$ cat src/rtl/ddr_package.sv
// rtl/ddr_package.sv - shared types and constants for the DDR read-return capture path
package ddr_package;

    localparam int DIMM_ADDR_W = 29;
    localparam int DATA_W      = 64;
    localparam int BL8_PAIRS   = 4;
    localparam int BC4_PAIRS   = 2;

    typedef logic [DIMM_ADDR_W-1:0] dimm_addr_type;
    typedef logic [DATA_W-1:0]      data_type;

    typedef struct packed {
        dimm_addr_type addr;
        bit            bl8;
    } rd_req_t;

    typedef enum logic {
        CAP_IDLE = 1'b0,
        CAP_BUSY = 1'b1
    } cap_state_t;

    // Index of the final beat pair of a burst of the given length.
    function automatic logic [1:0] last_pair(input logic bl8);
        return bl8 ? 2'(BL8_PAIRS - 1) : 2'(BC4_PAIRS - 1);
    endfunction

endpackage

$ cat src/rtl/ddr_rd_tag_fifo.sv
// rtl/ddr_rd_tag_fifo.sv - sync FIFO of outstanding read requests (address + burst length)
module ddr_rd_tag_fifo
    import ddr_package::*;
#(
    parameter int DEPTH = 8
) (
    input  logic                   clock_t,
    input  logic                   reset_n,
    input  logic                   push_i,
    input  rd_req_t                push_data_i,
    input  logic                   pop_i,
    output rd_req_t                head_o,
    output logic                   full_o,
    output logic                   empty_o,
    output logic [$clog2(DEPTH):0] count_o
);

    localparam int AW = $clog2(DEPTH);

    rd_req_t       mem_q [DEPTH];
    logic [AW:0]   wr_ptr_q, wr_ptr_d;
    logic [AW:0]   rd_ptr_q, rd_ptr_d;
    logic          push_ok, pop_ok;

    // Pointers carry one extra MSB so full and empty differ only in that bit.
    assign empty_o = (wr_ptr_q == rd_ptr_q);
    assign full_o  = (wr_ptr_q[AW] != rd_ptr_q[AW]) &&
                     (wr_ptr_q[AW-1:0] == rd_ptr_q[AW-1:0]);
    assign count_o = wr_ptr_q - rd_ptr_q;
    assign head_o  = mem_q[rd_ptr_q[AW-1:0]];

    // A pop frees the slot a same-cycle push into a full FIFO needs.
    assign pop_ok  = pop_i && !empty_o;
    assign push_ok = push_i && (!full_o || pop_ok);

    // Pointer next-state.
    always_comb begin
        wr_ptr_d = wr_ptr_q;
        rd_ptr_d = rd_ptr_q;
        if (push_ok) wr_ptr_d = wr_ptr_q + 1'b1;
        if (pop_ok)  rd_ptr_d = rd_ptr_q + 1'b1;
    end

    // Pointer registers.
    always_ff @(posedge clock_t) begin
        if (!reset_n) begin
            wr_ptr_q <= '0;
            rd_ptr_q <= '0;
        end else begin
            wr_ptr_q <= wr_ptr_d;
            rd_ptr_q <= rd_ptr_d;
        end
    end

    // Entry storage; contents are meaningless until written, so no reset.
    always_ff @(posedge clock_t) begin
        if (push_ok) mem_q[wr_ptr_q[AW-1:0]] <= push_data_i;
    end

endmodule

$ cat src/rtl/ddr_rd_capture.sv
// rtl/ddr_rd_capture.sv - read-return capture top; optional DBI inversion via DDR_RD_DBI_EN
module ddr_rd_capture
    import ddr_package::*;
#(
    parameter int RL    = 11,
    parameter int DEPTH = 8,
    parameter int DQ_W  = 8
) (
    input  logic                   clock_t,
    input  logic                   reset_n,
    input  logic                   rd_cmd_valid,
    input  logic [28:0]            rd_cmd_addr,
    input  logic                   rd_cmd_bl8,
    input  logic [DQ_W-1:0]        dq_r,
    input  logic [DQ_W-1:0]        dq_f,
`ifdef DDR_RD_DBI_EN
    input  logic                   dbi_r_n,
    input  logic                   dbi_f_n,
`endif
    output logic                   rd_valid,
    output logic [28:0]            rd_addr,
    output logic [63:0]            rd_data,
    output logic                   rd_bl8,
    output logic [$clog2(DEPTH):0] outstanding,
    output logic                   err_ovf,
    output logic                   err_orphan,
    output logic                   err_overlap
);

    localparam int OW = $clog2(DEPTH) + 1;

    logic [DQ_W-1:0] beat_r, beat_f;
    logic            cmd_accept, strobe;
    logic            fifo_full, fifo_empty;
    rd_req_t         fifo_head;
    logic [OW-1:0]   fifo_count;
    logic            cap_last;
    data_type        cap_merged;

    logic [RL-2:0]   dl_q, dl_d;
    cap_state_t      state_q, state_d;
    logic [1:0]      pair_q, pair_d;
    rd_req_t         act_q, act_d;
    data_type        cap_q, cap_d;
    logic            rd_valid_q, rd_valid_d;
    dimm_addr_type   rd_addr_q, rd_addr_d;
    data_type        rd_data_q, rd_data_d;
    logic            rd_bl8_q, rd_bl8_d;
    logic            err_ovf_q, err_ovf_d;
    logic            err_orphan_q, err_orphan_d;
    logic            err_overlap_q, err_overlap_d;

`ifdef DDR_RD_DBI_EN
    assign beat_r = dbi_r_n ? dq_r : ~dq_r;
    assign beat_f = dbi_f_n ? dq_f : ~dq_f;
`else
    assign beat_r = dq_r;
    assign beat_f = dq_f;
`endif

    // Last delay-line stage fires one cycle before the first beat pair lands.
    assign strobe     = dl_q[RL-2];
    // A full FIFO still takes a command when the strobe pops an entry this cycle.
    assign cmd_accept = rd_cmd_valid && (!fifo_full || strobe);
    assign cap_last   = (state_q == CAP_BUSY) && (pair_q == last_pair(act_q.bl8));

    ddr_rd_tag_fifo #(
        .DEPTH (DEPTH)
    ) u_tag_fifo (
        .clock_t     (clock_t),
        .reset_n     (reset_n),
        .push_i      (cmd_accept),
        .push_data_i ('{addr: rd_cmd_addr, bl8: rd_cmd_bl8}),
        .pop_i       (strobe),
        .head_o      (fifo_head),
        .full_o      (fifo_full),
        .empty_o     (fifo_empty),
        .count_o     (fifo_count)
    );

    // Shift accepted commands toward the burst-start tap; length rides in the FIFO entry.
    always_comb begin
        dl_d    = dl_q;
        dl_d[0] = cmd_accept;
        for (int i = 1; i < RL - 1; i++) dl_d[i] = dl_q[i-1];
    end

    // Current capture buffer with this cycle's beat pair dropped into its slot.
    always_comb begin
        cap_merged = cap_q;
        for (int k = 0; k < BL8_PAIRS; k++) begin
            if (pair_q == 2'(k)) begin
                cap_merged[k*2*DQ_W +: DQ_W]        = beat_r;
                cap_merged[k*2*DQ_W + DQ_W +: DQ_W] = beat_f;
            end
        end
    end

    // Capture FSM: count beat pairs, publish on the last one, restart on each strobe.
    always_comb begin
        state_d       = state_q;
        pair_d        = pair_q;
        act_d         = act_q;
        cap_d         = cap_q;
        rd_valid_d    = 1'b0;
        rd_addr_d     = rd_addr_q;
        rd_data_d     = rd_data_q;
        rd_bl8_d      = rd_bl8_q;
        err_orphan_d  = err_orphan_q;
        err_overlap_d = err_overlap_q;
        err_ovf_d     = err_ovf_q | (rd_cmd_valid & ~cmd_accept);

        if (state_q == CAP_BUSY) begin
            if (cap_last) begin
                rd_valid_d = 1'b1;
                rd_addr_d  = act_q.addr;
                rd_data_d  = cap_merged;
                rd_bl8_d   = act_q.bl8;
                state_d    = CAP_IDLE;
            end else if (strobe) begin
                err_overlap_d = 1'b1;
            end else begin
                pair_d = pair_q + 2'd1;
                cap_d  = cap_merged;
            end
        end

        if (strobe) begin
            if (!fifo_empty) begin
                state_d = CAP_BUSY;
                act_d   = fifo_head;
                pair_d  = '0;
                cap_d   = '0;
            end else begin
                state_d      = CAP_IDLE;
                err_orphan_d = 1'b1;
            end
        end
    end

    // State, capture and output registers; reset drops everything in flight.
    always_ff @(posedge clock_t) begin
        if (!reset_n) begin
            dl_q          <= '0;
            state_q       <= CAP_IDLE;
            pair_q        <= '0;
            act_q         <= '0;
            cap_q         <= '0;
            rd_valid_q    <= 1'b0;
            rd_addr_q     <= '0;
            rd_data_q     <= '0;
            rd_bl8_q      <= 1'b0;
            err_ovf_q     <= 1'b0;
            err_orphan_q  <= 1'b0;
            err_overlap_q <= 1'b0;
        end else begin
            dl_q          <= dl_d;
            state_q       <= state_d;
            pair_q        <= pair_d;
            act_q         <= act_d;
            cap_q         <= cap_d;
            rd_valid_q    <= rd_valid_d;
            rd_addr_q     <= rd_addr_d;
            rd_data_q     <= rd_data_d;
            rd_bl8_q      <= rd_bl8_d;
            err_ovf_q     <= err_ovf_d;
            err_orphan_q  <= err_orphan_d;
            err_overlap_q <= err_overlap_d;
        end
    end

    assign rd_valid    = rd_valid_q;
    assign rd_addr     = rd_addr_q;
    assign rd_data     = rd_data_q;
    assign rd_bl8      = rd_bl8_q;
    assign outstanding = fifo_count + OW'(state_q == CAP_BUSY);
    assign err_ovf     = err_ovf_q;
    assign err_orphan  = err_orphan_q;
    assign err_overlap = err_overlap_q;

endmodule

$ cat config.mk
export PLATFORM = sky130hd
export DESIGN_NAME = ddr_rd_capture
export DESIGN_NICKNAME = d
export VERILOG_FILES = /design/src/rtl/ddr_package.sv /design/src/rtl/ddr_rd_tag_fifo.sv /design/src/rtl/ddr_rd_capture.sv
export SDC_FILE = /design/constraint.sdc
export NUM_CORES = 1
export LEC_CHECK = 0
export ABC_AREA = 1
export CAP_MARGIN = 20
export CORE_MARGIN = 8
export CORE_UTILIZATION = 58
export CTS_CLUSTER_SIZE = 14
export DETAILED_ROUTE_END_ITERATION = 16
export PLACE_DENSITY = 0.8
export REMOVE_ABC_BUFFERS = 1
export SLEW_MARGIN = 30
export SYNTH_ARGS = -nofsm -noshare
export SYNTH_HDL_FRONTEND = slang
export SYNTH_SLANG_ARGS = --single-unit
export TNS_END_PERCENT = 1
$ cat constraint.sdc
create_clock -name clock_t -period 5.65 [get_ports clock_t]
set_clock_uncertainty 0.15 [all_clocks]
set_input_delay 0.565 -clock clock_t [delete_from_list [all_inputs] [get_ports clock_t]]
set_output_delay 0.565 -clock clock_t [all_outputs]
set_load 0.01 [all_outputs]
==> results.json <==
{
  "outcome": "complete, no violations",
  "rrSetupSlack_ns": 2.03,
  "end_kind": "output pin",
  "rsz0062_at_grt": "no",
  "clockBufferDepth": 3,
  "ys_top_cells_by_count": "773 x nand2_1, 240 x edfxtp_1, 227 x inv_1",
  "synth_area_per_cell_sq_um": 8.70,
  "cts_hold_repair.buffers": 0,
  "place_ws_ns": 2.13,
  "fillers": 2398,
  "ys_ff_latch": 453,
  "tritoncts.num_buffers": 46,
  "yosys_most_used_dff": "edfxtp_1",
  "seq_area_frac_synth_pct": 61.1,
  "cts_max_level": 2,
  "multiInputGateArea_sq_um": 5910,
  "area_growth_pct": 18.1,
  "dieArea_sq_um": 38400,
  "dpl.hpwl_mm": 26.5,
  "period_minus_slack_ns": 3.85,
  "core_area_sq_um": 32200,
  "die_h_um": 196,
  "worst_slack_ns": 1.80,
  "crit_path_start_kind": "register",
  "syn_inst": 2158,
  "clock-root-buffer": "clkbuf_16",
  "dpl-instance-area_sq_um": 20600,
  "drive_above_1_share_pct": 5.59,
  "syn_area_sq_um": 18800,
  "leakage_nw": 9.43,
  "fmax_mhz": 260,
  "vias": 14500,
  "dr.pass1.iters": 6,
  "yosysTopAreaCellShare_pct": 38.4,
  "hp-class": "register to register",
  "numPortBuffers": 150,
  "synth_edf_count": 240,
  "hold_depth": 2,
  "yosys-top-cells-area": "edfxtp_1 38%, dfxtp_1 23%, nand2_1 15%",
  "seqCellArea_sq_um": 11500,
  "start_util_pct": 58.3,
  "whs_endpoint": "dl_q[4]",
  "place_congestion": 0.806,
  "cp_max_fo": 55,
  "grt_pass1_wl_mm": 72.7,
  "drt_iter0_markers": 1278,
  "finalSetupViolCount": 0,
  "antenna_left": 0,
  "wl_met1_mm": 18.5,
  "clkTransAtPathRegs_ns": 0.06,
  "route.met2.wl_mm": 22.0,
  "clkLatencyLatePin_ns": 0.55,
  "slew_headroom_pct": 40.7,
  "synth_top_area_cell": "edfxtp_1",
  "routed_wl_mm": 44.8,
  "rr_worst_depth": 7,
  "ctsResizeCount": 0,
  "async_flop_share_pct": 0,
  "yosys_warnings": 0,
  "r2r-end": "u_tag_fifo.mem_q[6][18]",
  "die_x_um": 196,
  "timing.rr.start": "u_tag_fifo.rd_ptr_q[0]",
  "routed_via_density": 5.37,
  "overflow": 0,
  "grt_max_degree": 79,
  "grt_pass1_vias": 14300,
  "path_class": "register to output pin",
  "drv_slew": 0,
  "antenna_found_initial": 1,
  "rows": 66,
  "tightest_slew_ns": 0.887,
  "hold_viol_final": 0,
  "powerDensity_nw_per_um2": 306,
  "io_pins": 151,
  "drv_cap": 0,
  "synth_most_common_cell": "nand2_1",
  "cts_tree": "yes",
  "ir_worst_vdd_mv": 0.270,
  "postCtsSetupBuffers": 0,
  "dr_wl_met3_mm": 3.13,
  "layout.nets": 2317,
  "gr-usage-all-layers_pct": 23.1,
  "drc_errors": 0,
  "hold_path_startpoint": "dl_q[3]",
  "yosysUniqueCellTypes": 29,
  "worstPathArrival_ns": 3.13,
  "top_layer": "met4",
  "design_area_sq_um": 22200,
  "wl_per_cell_um": 16.6,
  "finalCritPeriodShare_pct": 68.1,
  "clock-sinks": 453,
  "required_ns": 4.93
}
-- sequential cells by signal (all words and copies together) (netlist names) --
name                 count
act_q                   30
cap_q                   64
dl_q                    10
err_orphan               1
err_overlap              1
err_ovf                  1
pair_q                   2
rd_addr                 29
rd_bl8                   1
rd_data                 64
rd_valid                 1
state_q                  1
u_tag_fifo.mem_q       240
u_tag_fifo.rd_ptr_q      4
u_tag_fifo.wr_ptr_q      4
-- cell families after synthesis --
family	after synthesis	synth area share (%)
simple gates	1216	26.9
buf+inv	360	7.85
compound gates	110	2.97
flops	453	61.1
xor+xnor	6	0.280
fa+ha+maj	13	0.907
-- layout by cell type (no fill, tap or decap), types with 5 or more instances in the layout --
cell type	netlist	routed
clkbuf_1	54	6
clkinv_1	1	7
a21oi_1	41	41
buf_16	0	8
inv_2	7	6
edfxtp_1	240	240
and3_1	64	64
nor2_1	144	136
o21ai_0	66	66
clkinv_2	0	11
xor2_1	5	5
inv_1	227	226
clkbuf_16	0	49
buf_4	7	16
nand2_1	773	773
nor2_4	0	10
nand3_1	224	224
dfxtp_1	213	210
clkdlybuf4s50_1	0	149
ha_1	12	8
-- stage by stage --
stage | power, mW | utilization, % | cells | setup TNS (ns) | hold slack [ns]
after floorplan | 3.67 | - | 2033 | -6.96 | 0.240
after global placement | 3.77 | 63.3 | 2607 | 0 | 0.242
after detailed placement | 3.78 | 63.9 | 2613 | 0 | 0.250
after CTS | 6.81 | 68.6 | 2697 | 0 | 0.266
after global routing | 6.96 | 68.8 | 2700 | 0 | 0.281
final | 6.77 | 68.8 | 2700 | 0 | 0.262
-- critical path, cell delays in order (launching register included) --
cell and delay [ns]:
dfxtp_4 0.78, ha_1 0.37, inv_1 0.06, ha_1 0.15
inv_1 0.06, fa_1 0.43, xnor2_1 0.17, clkdlybuf4s50_1 0.57
-- worst max path at each step --
stage                                start                 endpoint  slack (ns)
finish              u_tag_fifo.rd_ptr_q[0]           outstanding[2]        1.80
global route        u_tag_fifo.rd_ptr_q[0]           outstanding[2]        1.67
floorplan           u_tag_fifo.rd_ptr_q[0]   u_tag_fifo.mem_q[6][0]       -0.23
global placement    u_tag_fifo.rd_ptr_q[0]  u_tag_fifo.mem_q[6][12]        2.28
detailed placement  u_tag_fifo.rd_ptr_q[0]  u_tag_fifo.mem_q[6][18]        2.13
CTS                 u_tag_fifo.rd_ptr_q[0]           outstanding[2]        1.78
-- per-layer routing --
metal / track usage [%] / vias to the layer above
li1: - / 7048
met1: 28.9 / 6798
met2: 40.3 / 562
met3: 3.79 / 84
met4: 7.61 / 0
met5: 0 / -
-- layout make-up --
type                    instances  share of cell area, %
flip-flops and latches        453                   51.8
multi-input cells            1345                   26.7
repair buffers                174                   8.29
clock buffers                  60                   5.91
inverters                     235                   4.02
well taps                     408                   2.30
clock inverters                24                   1.00
diodes                          1                 0.0113
-- power by group --
part / total, mW / leakage (nW) / switching (mW) / internal, mW
clock: 3.06 / 0.759 / 1.24 / 1.81
combinational: 0.207 / 4.77 / 0.133 / 0.0734
sequential: 3.51 / 3.90 / 0.0102 / 3.50
total: 6.77 / 9.43 / 1.39 / 5.39
Power figures use the tool's default switching activity.
